$ cat src/rtl/mc_ctrl_pkg.sv
// Shared encodings for the multi-cycle MIPS-subset control unit: states, select
// encodings, opcode/funct constants, instruction classes and the select bundle.
package mc_ctrl_pkg;

  typedef enum logic [2:0] {
    ST_FETCH  = 3'd0,
    ST_DECODE = 3'd1,
    ST_EXEC   = 3'd2,
    ST_MEM    = 3'd3,
    ST_WB     = 3'd4,
    ST_WB2    = 3'd5,
    ST_HALT   = 3'd7
  } state_e;

  localparam logic [1:0] ALU_ADD = 2'd0;
  localparam logic [1:0] ALU_SUB = 2'd1;
  localparam logic [1:0] ALU_OR  = 2'd2;
  localparam logic [1:0] ALU_LUI = 2'd3;

  localparam logic ALU_SRC_REG = 1'b0;
  localparam logic ALU_SRC_EXT = 1'b1;

  localparam logic [1:0] REG_WRITE_ADDR_RD       = 2'd0;
  localparam logic [1:0] REG_WRITE_ADDR_RT       = 2'd1;
  localparam logic [1:0] REG_WRITE_ADDR_OVERFLOW = 2'd2;
  localparam logic [1:0] REG_WRITE_ADDR_NPC      = 2'd3;

  localparam logic [2:0] REG_WRITE_SRC_ALU  = 3'd0;
  localparam logic [2:0] REG_WRITE_SRC_MEM  = 3'd1;
  localparam logic [2:0] REG_WRITE_SRC_ZERO = 3'd2;
  localparam logic [2:0] REG_WRITE_SRC_ONE  = 3'd3;
  localparam logic [2:0] REG_WRITE_SRC_PC   = 3'd4;

  localparam logic [5:0] OP_RTYPE = 6'b000000;
  localparam logic [5:0] OP_ORI   = 6'b001101;
  localparam logic [5:0] OP_LUI   = 6'b001111;
  localparam logic [5:0] OP_ADDI  = 6'b001000;
  localparam logic [5:0] OP_LW    = 6'b100011;
  localparam logic [5:0] OP_SW    = 6'b101011;
  localparam logic [5:0] OP_BEQ   = 6'b000100;
  localparam logic [5:0] OP_J     = 6'b000010;
  localparam logic [5:0] OP_JAL   = 6'b000011;

  localparam logic [5:0] FN_ADDU = 6'b100001;
  localparam logic [5:0] FN_SUBU = 6'b100011;
  localparam logic [5:0] FN_JR   = 6'b001000;

  // Instructions sharing a state sequence share a class.
  typedef enum logic [3:0] {
    IC_NONE,
    IC_ALU,
    IC_ADDI,
    IC_LW,
    IC_SW,
    IC_BEQ,
    IC_J,
    IC_JR,
    IC_JAL
  } iclass_e;

  typedef struct packed {
    logic [1:0] alu_ctl;
    logic       ext_op;
    logic       alu_src;
    logic [1:0] reg_dst;
    logic [2:0] reg_src;
    logic       npc_sel;
    logic       j_ctl;
    logic       jr_ctl;
  } sel_t;

endpackage

$ cat src/rtl/mc_decode.sv
// Combinational instruction decode: opcode/funct to class, legality and the
// static datapath select levels held for the whole instruction.
module mc_decode
  import mc_ctrl_pkg::*;
(
  input  logic [5:0] opcode_i,
  input  logic [5:0] funct_i,
  output iclass_e    iclass_o,
  output logic       legal_o,
  output sel_t       sel_o
);

  always_comb begin
    // NOTE: every output gets a default first so no path can infer a latch.
    iclass_o = IC_NONE;
    legal_o  = 1'b0;
    sel_o    = '0;
    case (opcode_i)
      OP_RTYPE: begin
        case (funct_i)
          FN_ADDU: begin
            iclass_o = IC_ALU;
            legal_o  = 1'b1;
          end
          FN_SUBU: begin
            iclass_o      = IC_ALU;
            legal_o       = 1'b1;
            sel_o.alu_ctl = ALU_SUB;
          end
          FN_JR: begin
            iclass_o     = IC_JR;
            legal_o      = 1'b1;
            sel_o.jr_ctl = 1'b1;
          end
          default: ;
        endcase
      end
      OP_ORI, OP_LUI: begin
        iclass_o      = IC_ALU;
        legal_o       = 1'b1;
        sel_o.alu_ctl = (opcode_i == OP_LUI) ? ALU_LUI : ALU_OR;
        sel_o.alu_src = ALU_SRC_EXT;
        sel_o.reg_dst = REG_WRITE_ADDR_RT;
      end
      OP_ADDI: begin
        iclass_o      = IC_ADDI;
        legal_o       = 1'b1;
        sel_o.ext_op  = 1'b1;
        sel_o.alu_src = ALU_SRC_EXT;
        sel_o.reg_dst = REG_WRITE_ADDR_RT;
      end
      OP_LW: begin
        iclass_o      = IC_LW;
        legal_o       = 1'b1;
        sel_o.ext_op  = 1'b1;
        sel_o.alu_src = ALU_SRC_EXT;
        sel_o.reg_dst = REG_WRITE_ADDR_RT;
        sel_o.reg_src = REG_WRITE_SRC_MEM;
      end
      OP_SW: begin
        iclass_o      = IC_SW;
        legal_o       = 1'b1;
        sel_o.ext_op  = 1'b1;
        sel_o.alu_src = ALU_SRC_EXT;
      end
      OP_BEQ: begin
        iclass_o      = IC_BEQ;
        legal_o       = 1'b1;
        sel_o.alu_ctl = ALU_SUB;
        sel_o.ext_op  = 1'b1;
        sel_o.npc_sel = 1'b1;
      end
      OP_J: begin
        iclass_o    = IC_J;
        legal_o     = 1'b1;
        sel_o.j_ctl = 1'b1;
      end
      OP_JAL: begin
        iclass_o      = IC_JAL;
        legal_o       = 1'b1;
        sel_o.j_ctl   = 1'b1;
        sel_o.reg_dst = REG_WRITE_ADDR_NPC;
        sel_o.reg_src = REG_WRITE_SRC_PC;
      end
      default: ;
    endcase
  end

endmodule

$ cat src/rtl/mc_ctrl.sv
// Multi-cycle control unit: sequences FETCH/DECODE/EXEC/MEM/WB/WB2, gates the
// architectural strobes into commit cycles, counts retirements, flags faults.
module mc_ctrl
  import mc_ctrl_pkg::*;
#(
  parameter int CNT_W        = 32,
  parameter int MEM_WAIT_MAX = 16
) (
  input  logic             clk,
  input  logic             rst,
  input  logic [5:0]       opcode,
  input  logic [5:0]       funct,
  input  logic             overflow,
  input  logic             positive,
  input  logic             mem_ready,
  output logic [1:0]       alu_ctl,
  output logic             ext_op,
  output logic             alu_src,
  output logic [1:0]       reg_dst,
  output logic [2:0]       reg_src,
  output logic             npc_sel,
  output logic             j_ctl,
  output logic             jr_ctl,
  output logic             reg_write,
  output logic             mem_write,
  output logic             mem_req,
  output logic             pc_we,
  output logic             ir_we,
  output logic             fault,
  output logic [2:0]       state,
  output logic [CNT_W-1:0] instr_cnt
);

  localparam int WAIT_W = $clog2(MEM_WAIT_MAX + 1);

  state_e            state_q;
  iclass_e           iclass_q;
  sel_t              sel_q;
  logic              ov_q;
  logic              fault_q;
  logic [WAIT_W-1:0] wait_q;
  logic [CNT_W-1:0]  cnt_q;

  iclass_e dec_class;
  logic    dec_legal;
  sel_t    dec_sel;
  sel_t    sel_cur;

  logic unused_positive;
  assign unused_positive = positive;

  mc_decode u_decode (
    .opcode_i (opcode),
    .funct_i  (funct),
    .iclass_o (dec_class),
    .legal_o  (dec_legal),
    .sel_o    (dec_sel)
  );

  // Strobes depend only on registered state and latched class, except the sw
  // commit, which must coincide with the cycle the memory reports ready.
  always_comb begin
    sel_cur   = '0;
    ir_we     = 1'b0;
    pc_we     = 1'b0;
    reg_write = 1'b0;
    mem_write = 1'b0;
    mem_req   = 1'b0;
    case (state_q)
      ST_FETCH:  ir_we = rst;
      ST_DECODE: sel_cur = dec_sel;
      ST_EXEC: begin
        sel_cur = sel_q;
        case (iclass_q)
          IC_BEQ, IC_J, IC_JR: pc_we = 1'b1;
          IC_JAL: begin
            pc_we     = 1'b1;
            reg_write = 1'b1;
          end
          default: ;
        endcase
      end
      ST_MEM: begin
        sel_cur = sel_q;
        mem_req = 1'b1;
        if (mem_ready && iclass_q == IC_SW) begin
          mem_write = 1'b1;
          pc_we     = 1'b1;
        end
      end
      ST_WB: begin
        sel_cur = sel_q;
        if (iclass_q == IC_ADDI) begin
          reg_write = !ov_q;
        end else begin
          reg_write = 1'b1;
          pc_we     = 1'b1;
        end
      end
      ST_WB2: begin
        sel_cur         = sel_q;
        sel_cur.reg_dst = REG_WRITE_ADDR_OVERFLOW;
        sel_cur.reg_src = ov_q ? REG_WRITE_SRC_ONE : REG_WRITE_SRC_ZERO;
        reg_write       = 1'b1;
        pc_we           = 1'b1;
      end
      default: ;
    endcase
  end

  always_ff @(posedge clk or negedge rst) begin
    if (!rst) begin
      state_q  <= ST_FETCH;
      iclass_q <= IC_NONE;
      sel_q    <= '0;
      ov_q     <= 1'b0;
      fault_q  <= 1'b0;
      wait_q   <= '0;
      cnt_q    <= '0;
    end else begin
      // NOTE: non-blocking assignments so every register samples pre-edge values.
      if (pc_we) cnt_q <= cnt_q + CNT_W'(1);
      case (state_q)
        ST_FETCH: state_q <= ST_DECODE;
        ST_DECODE: begin
          iclass_q <= dec_class;
          sel_q    <= dec_sel;
          if (!dec_legal) begin
            state_q <= ST_HALT;
            fault_q <= 1'b1;
          end else begin
            state_q <= ST_EXEC;
          end
        end
        ST_EXEC: begin
          ov_q   <= overflow;
          wait_q <= '0;
          case (iclass_q)
            IC_BEQ, IC_J, IC_JR, IC_JAL: state_q <= ST_FETCH;
            IC_LW, IC_SW:                state_q <= ST_MEM;
            default:                     state_q <= ST_WB;
          endcase
        end
        ST_MEM: begin
          if (mem_ready) begin
            state_q <= (iclass_q == IC_SW) ? ST_FETCH : ST_WB;
          end else if (wait_q == WAIT_W'(MEM_WAIT_MAX - 1)) begin
            state_q <= ST_HALT;
            fault_q <= 1'b1;
          end else begin
            wait_q <= wait_q + WAIT_W'(1);
          end
        end
        ST_WB:   state_q <= (iclass_q == IC_ADDI) ? ST_WB2 : ST_FETCH;
        ST_WB2:  state_q <= ST_FETCH;
        default: state_q <= ST_HALT;
      endcase
    end
  end

  assign alu_ctl   = sel_cur.alu_ctl;
  assign ext_op    = sel_cur.ext_op;
  assign alu_src   = sel_cur.alu_src;
  assign reg_dst   = sel_cur.reg_dst;
  assign reg_src   = sel_cur.reg_src;
  assign npc_sel   = sel_cur.npc_sel;
  assign j_ctl     = sel_cur.j_ctl;
  assign jr_ctl    = sel_cur.jr_ctl;
  assign fault     = fault_q;
  assign state     = state_q;
  assign instr_cnt = cnt_q;

endmodule
$ cat config.mk
export PLATFORM = sky130hd
export DESIGN_NAME = mc_ctrl
export DESIGN_NICKNAME = d
export VERILOG_FILES = /design/src/rtl/mc_ctrl_pkg.sv /design/src/rtl/mc_decode.sv /design/src/rtl/mc_ctrl.sv
export SDC_FILE = /design/constraint.sdc
export NUM_CORES = 1
export LEC_CHECK = 0
export CAP_MARGIN = 20
export CORE_ASPECT_RATIO = 0.9
export CORE_MARGIN = 2
export CORE_UTILIZATION = 34
export CTS_BUF_LIST = sky130_fd_sc_hd__clkbuf_8
export DETAILED_ROUTE_END_ITERATION = 8
export MAX_ROUTING_LAYER = met4
export PLACE_DENSITY_LB_ADDON = 0.05
export REMOVE_ABC_BUFFERS = 1
export SYNTH_ARGS = -nofsm -noshare
export SYNTH_HDL_FRONTEND = slang
export SYNTH_HIERARCHICAL = 1
export SYNTH_SLANG_ARGS = --single-unit
$ cat constraint.sdc
create_clock -name clk -period 3.1 [get_ports clk]
set_clock_uncertainty 0.05 [all_clocks]
set_input_delay 0.93 -clock clk [delete_from_list [all_inputs] [get_ports clk]]
set_output_delay 0.93 -clock clk [all_outputs]
set_load 0.05 [all_outputs]
==> out/qor.txt, run 1 <==
Worst slack at placement -> -0.735 ns
Worst vdd ir -> 0.520 mV
Critical path class -> in2out
Setup crit end kind -> output port
Worst slew pin tran -> 0.766 ns
Die width -> 110 µm
R2R depth -> 7
Compound-Gate Fraction of Synth Area -> 13.8%
Synthesized area -> 3450 µm²
Detail Route Antenna Nets -> 0
DIE AREA -> 11000 µm²
Setup ws final -> -0.275 ns
CTS Sinks -> 58
GRT overflow -> 0
Largest family of logic cells by synthesized area -> simple AND/OR/NAND/NOR gates
GRT Util Overall -> 18.9%
Core area -> 9780 µm²
Min-Delay Startpoint -> fault$_DFFE_PN0P_
Starting Density -> 35.3%
Vias per std cell -> 5.17
Fillcell total -> 893
First-pass GRT wire length -> 15800 µm
Worst EP arrival -> 2.40 ns
MaxCap Viol Count -> 0
Async set-reset flop share out of synthesis -> 100%
Nets -> 501
RePlAce Congestion -> 0.780
Worst-Skew Late Latency -> 0.33 ns
Ratio of cells with drive above 1 in the final layout -> 33.1%
Synth area leader -> dfrtp_1
Post-route minimum period -> 3.38 ns
Cell at the root of the clock tree -> clkbuf_8
CP max stage delay -> 0.36 ns
CP required -> 2.12 ns
Via count -> 3166
CP Max Fanout -> 6
Area Growth Syn to Fin -> 50.3%
Placed cell count -> 577
Rows -> 34
N_diodes -> 0
Routed WL per cell -> 15.3 µm
Multiplexer share of the synthesized area -> 6.16%
Synth area leaders -> dfrtp_1, mux2_2, xor2_1
Die Ht -> 99.6 µm
Power Internal -> 2.27 mW
Placed cell area -> 4690 µm²
Max-slew violation count -> 0
H-tree Lvls -> 3
Synthesized instance count -> 358
RSZ-0062 raised after global routing -> true
Final wirelength -> 9370 µm
NetSw -> 1.70 mW
Switching Share -> 42.9%
Clock share of power -> 19.7%
Critical path's slowest cell -> or3_1
Clock Path Buffers -> 2
Adder-cell share of the synthesized area -> 1.09%
Synth Flop Type -> dfrtp_1
CTS tree -> built
Hold Crit Endpoint -> fault$_DFFE_PN0P_
IO Pins -> 70
Post-Synth XOR/XNOR Area -> 7.87%
Fin area -> 5190 µm²
Synth cell count leaders -> dfrtp_1, nand2_1, o21ai_0, xor2_1, mux2_2
Final hold slack -> 0.410 ns
Relative slew slack -> 48.9%
Final Hold Viols -> 0
Sequential area share after synthesis -> 42.0%
Post-synth cell types -> 61
EDFF count, synth -> 0
Crit-path leading delay family -> compound AO/OA/AOI/OAI gates
Tcrit/Tclk final -> 109%
Worst Hold Class -> reg2reg
Final setup viols -> 10
Status -> finished, violations left
Fmax -> 0.296 GHz
Syn Area/Cell -> 9.64 µm²
DRC Markers -> 0
TritonCTS Buffers -> 9
Synth top area share -> 42.0%
Initial antenna violation count -> 0
Worst R2R End -> instr_cnt[23]$_DFFE_PN0P_
Worst path most repeated cell -> buf_12
Worst Hold Path Cells -> 1
Number of synthesized register bits -> 58
Hold_buf cts -> 0
Simple-Gate Fraction of Synth Area -> 24.0%
Register-to-register setup slack -> 0.81 ns
Power Density -> 764 nW/µm²
Crit-path cells -> buf_12 -> or3_1 -> a211o_1 -> a21oi_2 -> a22oi_1 -> o21ai_1 -> buf_4 -> buf_12
Failing checks -> setup timing
Hpwl dp -> 6450 µm
Number of global-route vias before repair -> 3151
TritonRoute pass-1 iters -> 4
Pleak -> 2.38 nW
Count leader, synth -> dfrtp_1
RR Startpoint -> state[2]$_DFFE_PN0P_
I/O Buffers -> 68
Clk slew on worst S/H paths -> 0.07 ns
Part of the power in registers -> 27.3%
Pin count of the biggest net entering global routing -> 59
CP Launch Type -> input pin
Logic gate share of total power -> 53.0%
Yosys warning total -> 6
Worst Path Buf+Inv -> 3
Detailed Route Iter0 Violations -> 117
Total negative slack -> -1.19 ns
Final cell count without fillers -> 612
## per-layer routing
metal	up-vias	track usage (%)	wire length, µm	part of all wire (%)
met5	-	-	0	0
met3	7	4.33	399	4.3
met4	0	4.81	71	0.76
li1	1543	-	-	-
met2	82	26.3	4290	46
met1	1534	27.5	4610	49
## logic make-up (layout without fill, tap and decap cells)
logic type / Yosys count / after routing
AO/OA/AOI/OAI: 69 / 69
XOR/XNOR: 31 / 31
adder cells (fa/ha/maj): 3 / 3
buffers and inverters: 34 / 162
flip-flops: 58 / 58
multiplexers: 19 / 19
other: 1 / 1
AND/OR/NAND/NOR: 143 / 143
## cell usage in the layout (no fill, tap or decap), types with 5 or more instances in the layout
| cell type | n |
|---|---|
| a21o_1 | 6 |
| nor2b_1 | 5 |
| a22oi_1 | 7 |
| inv_1 | 9 |
| nor3_1 | 9 |
| buf_6 | 7 |
| nor4_1 | 8 |
| xor2_1 | 20 |
| dfrtp_1 | 58 |
| clkbuf_8 | 10 |
| clkdlybuf4s50_1 | 37 |
| buf_12 | 19 |
| nand4_1 | 17 |
| o21ai_1 | 10 |
| a21oi_1 | 7 |
| xnor2_1 | 11 |
| o21ai_0 | 12 |
| buf_4 | 61 |
| mux2_2 | 17 |
| nand2_1 | 37 |
| nor2_1 | 15 |
| nand3_1 | 11 |
## what timing repair did
item,in CTS,in global routing
setup endpoints to repair,12,12
setup buffers,9,12
pin swaps,20,22
gates resized for setup,61,45
## power by group through the flow
stage          clock [mW]  combinational (mW)  sequential (mW)
2_1_floorplan           0               0.928             1.31
3_3_place_gp            0                2.02             1.09
3_5_place_dp            0                2.04             1.09
4_1_cts             0.813                2.08             1.08
5_1_grt             0.844                2.25             1.11
6_report            0.781                2.10             1.08
## area by class of cell
| class | instances | area [µm²] | area share (%) |
|---|---|---|---|
| clock buffer | 10 | 138 | 2.65 |
| clock inverter | 6 | 81.3 | 1.57 |
| timing repair buffer | 135 | 1390 | 26.8 |
| inverter | 11 | 43.8 | 0.844 |
| tap | 126 | 158 | 3.04 |
| sequential | 58 | 1450 | 28.0 |
| multi-input combinational | 266 | 1930 | 37.1 |
## worst reg2reg max path, cell delays in order (launching register included)
cell,delay [ns]
dfrtp_1,0.53
buf_4,0.23
nand2b_1,0.15
nor2_1,0.32
a221oi_4,0.13
buf_4,0.25
nor4b_1,0.38
xor2_1,0.17
## how the worst max path moves through the flow
stage / startpoint / end / slack [ns] / depth (start not counted)
6_report: opcode[2] / alu_src / -0.28 / 8
2_1_floorplan: opcode[0] / alu_src / -0.75 / 5
5_1_grt: opcode[2] / alu_src / -0.35 / 8
3_5_place_dp: opcode[1] / alu_src / -0.74 / 8
4_1_cts: opcode[4] / alu_ctl[0] / -0.38 / 9
3_3_place_gp: opcode[1] / alu_src / -0.74 / 8
## stage by stage
stage	total power, mW	util, %
after detailed placement	3.13	47.9
final	3.97	53.0
after CTS	3.98	51.6
after global placement	3.11	47.9
after global routing	4.20	53.0
after floorplan	2.24	-
## flip-flops by register name, indices dropped and copies added, names as in the netlist
register and count:
ov_q 1, wait_q 5, fault 1, instr_cnt 32, iclass_q 4, sel_q 12
state 3
Power figures use the tool's default switching activity.
==> run 2: changes to the inputs <==
- SKIP_LAST_GASP: default -> 1
==> out/qor.txt, run 2 (synthesis results as in run 1) <==
RSZ-0062 raised after global routing -> true
RePlAce Congestion -> 0.780 (unchanged)
CP Max Fanout -> 6 (unchanged)
Worst Hold Class -> reg2reg
Final setup viols -> 10 (unchanged)
Logic gate share of total power -> 53.0% (about the same)
CTS Sinks -> 58 (unchanged)
Routed WL per cell -> 15.3 µm (-0.11%)
N_diodes -> 0 (unchanged)
Detailed Route Iter0 Violations -> 106 (-9.4%)
Worst slew pin tran -> 0.766 ns (-0.000282 ns)
Final hold slack -> 0.410 ns (-0.0000150 ns)
Worst vdd ir -> 0.520 mV (about the same)
CP required -> 2.12 ns (about the same)
Clk slew on worst S/H paths -> 0.07 ns (about the same)
H-tree Lvls -> 3 (unchanged)
Number of global-route vias before repair -> 3151 (unchanged)
TritonRoute pass-1 iters -> 4 (unchanged)
Cell at the root of the clock tree -> clkbuf_8
Worst-Skew Late Latency -> 0.33 ns (about the same)
Most common cell after layout, fill and taps aside -> buf_4
GRT overflow -> 0 (unchanged)
Vias per std cell -> 5.19 (+0.35%)
Final wirelength -> 9360 µm (-0.11%)
Worst EP arrival -> 2.40 ns (about the same)
CP Launch Type -> input pin
Critical path class -> in2out
DRC Markers -> 0 (unchanged)
Total power -> 3.96 mW (about the same)
MaxCap Viol Count -> 0 (unchanged)
Clock Path Buffers -> 2 (unchanged)
Post-route minimum period -> 3.38 ns (+0.000379 ns)
Die width -> 110 µm (unchanged)
Hpwl dp -> 6450 µm (unchanged)
Rows -> 34 (unchanged)
Fmax -> 0.296 GHz (about the same)
Ratio of cells with drive above 1 in the final layout -> 32.9% (-0.21 points)
Setup ws final -> -0.276 ns (-0.000379 ns)
Area Growth Syn to Fin -> 50.3% (unchanged)
Tcrit/Tclk final -> 109% (about the same)
Nets -> 501 (unchanged)
Final Hold Viols -> 0 (unchanged)
Hold_buf cts -> 0 (unchanged)
First-pass GRT wire length -> 15800 µm (unchanged)
Failing checks -> setup timing
Power Internal -> 2.27 mW (about the same)
Max-slew violation count -> 0 (unchanged)
GRT Util Overall -> 18.9% (unchanged)
Part of the power in registers -> 27.4% (about the same)
I/O Buffers -> 68 (unchanged)
TritonCTS Buffers -> 9 (unchanged)
Via count -> 3177 (+0.35%)
Core area -> 9780 µm² (unchanged)
Power Density -> 764 nW/µm² (about the same)
DIE AREA -> 11000 µm² (unchanged)
Pleak -> 2.38 nW (about the same)
NetSw -> 1.70 mW (-0.16%)
Starting Density -> 35.3% (unchanged)
Total negative slack -> -1.25 ns (-0.0584 ns)
Most frequent cells in the layout -> buf_4, dfrtp_1, nand2_1, clkdlybuf4s50_1, xor2_1
Switching Share -> 42.8% (about the same)
Status -> finished, violations left
Pin count of the biggest net entering global routing -> 59 (unchanged)
Setup crit end kind -> output port
Clock share of power -> 19.7% (about the same)
CTS tree -> built
Relative slew slack -> 49.0% (about the same)
Die Ht -> 99.6 µm (unchanged)
Detail Route Antenna Nets -> 0 (unchanged)
IO Pins -> 70 (unchanged)
Max reg flops -> 32 (unchanged)
Initial antenna violation count -> 0 (unchanged)
-- run 2: cell count changes in the layout (fill, tap and decap cells not counted), sizes merged --
| cell | previous run | this run |
|---|---|---|
| clkbuf | 13 | 12 |
| dlygate4sd2 | 1 | 2 |
-- run 2: layout make-up --
type / instances / area (µm²)
tap: 126 / 158
fill: 891 / 4590
clock inverter: 6 / 81.3
sequential: 58 / 1450
clock buffer: 10 / 138
multi-input combinational: 266 / 1930
timing repair buffer: 135 / 1390
inverter: 11 / 43.8
-- run 2: final timing paths --
| path | slack [ns] | depth (start not counted) | end | from |
|---|---|---|---|---|
| setup / recovery | -0.28 | 8 | alu_src | opcode[2] |
| hold / removal | 0.41 | 1 | fault$_DFFE_PN0P_ | fault$_DFFE_PN0P_ |
| setup reg to reg | 0.82 | 7 | instr_cnt[23]$_DFFE_PN0P_ | state[2]$_DFFE_PN0P_ |
| hold reg to reg | 0.41 | 1 | fault$_DFFE_PN0P_ | fault$_DFFE_PN0P_ |
| max in group asynchronous | 1.75 | 2 | sel_q[2]$_DFFE_PN0N_ | rst |
| min in group asynchronous | 0.69 | 2 | sel_q[3]$_DFFE_PN0N_ | rst |
-- run 2: worst max-delay path, stage by stage --
cell and delay [ns]:
buf_12 0.11, or3_1 0.36, a211o_1 0.31, a21oi_2 0.16, a22oi_1 0.08, o21ai_1 0.17, buf_4 0.15, buf_12 0.12
-- run 2: power groups by stage --
stage               registers, mW  clock network, mW  logic [mW]
detailed placement           1.09                  0        2.04
CTS                          1.08              0.813        2.08
finish                       1.08              0.780        2.10
global placement             1.09                  0        2.02
floorplan                    1.31                  0       0.928
global route                 1.11              0.844        2.25
-- run 2: through the flow --
step | instances | utilization, % | cell area (µm²) | worst slack (ns)
floorplan | 335 | - | 3320 | -0.755
global placement | 577 | 47.9 | 4690 | -0.740
detailed placement | 577 | 47.9 | 4690 | -0.735
CTS | 601 | 51.6 | 5040 | -0.379
global route | 612 | 53.0 | 5190 | -0.353
finish | 612 | 53.0 | 5190 | -0.276
-- run 2: routing by layer --
layer  track usage [%]  share of wire, %  vias to the layer above
met5                 -                 0                        -
met4              4.81              0.76                        0
met3              4.33               4.0                        7
met2              26.3                46                       80
met1              27.5                49                     1548
li1                  -                 -                     1542
-- run 2: timing repair --
action	in CTS	in global routing
endpoints found under the hold margin	0	0
setup buffers	9	12
setup endpoints to repair	12	12
pin swaps	20	22
gates resized for setup	61	42
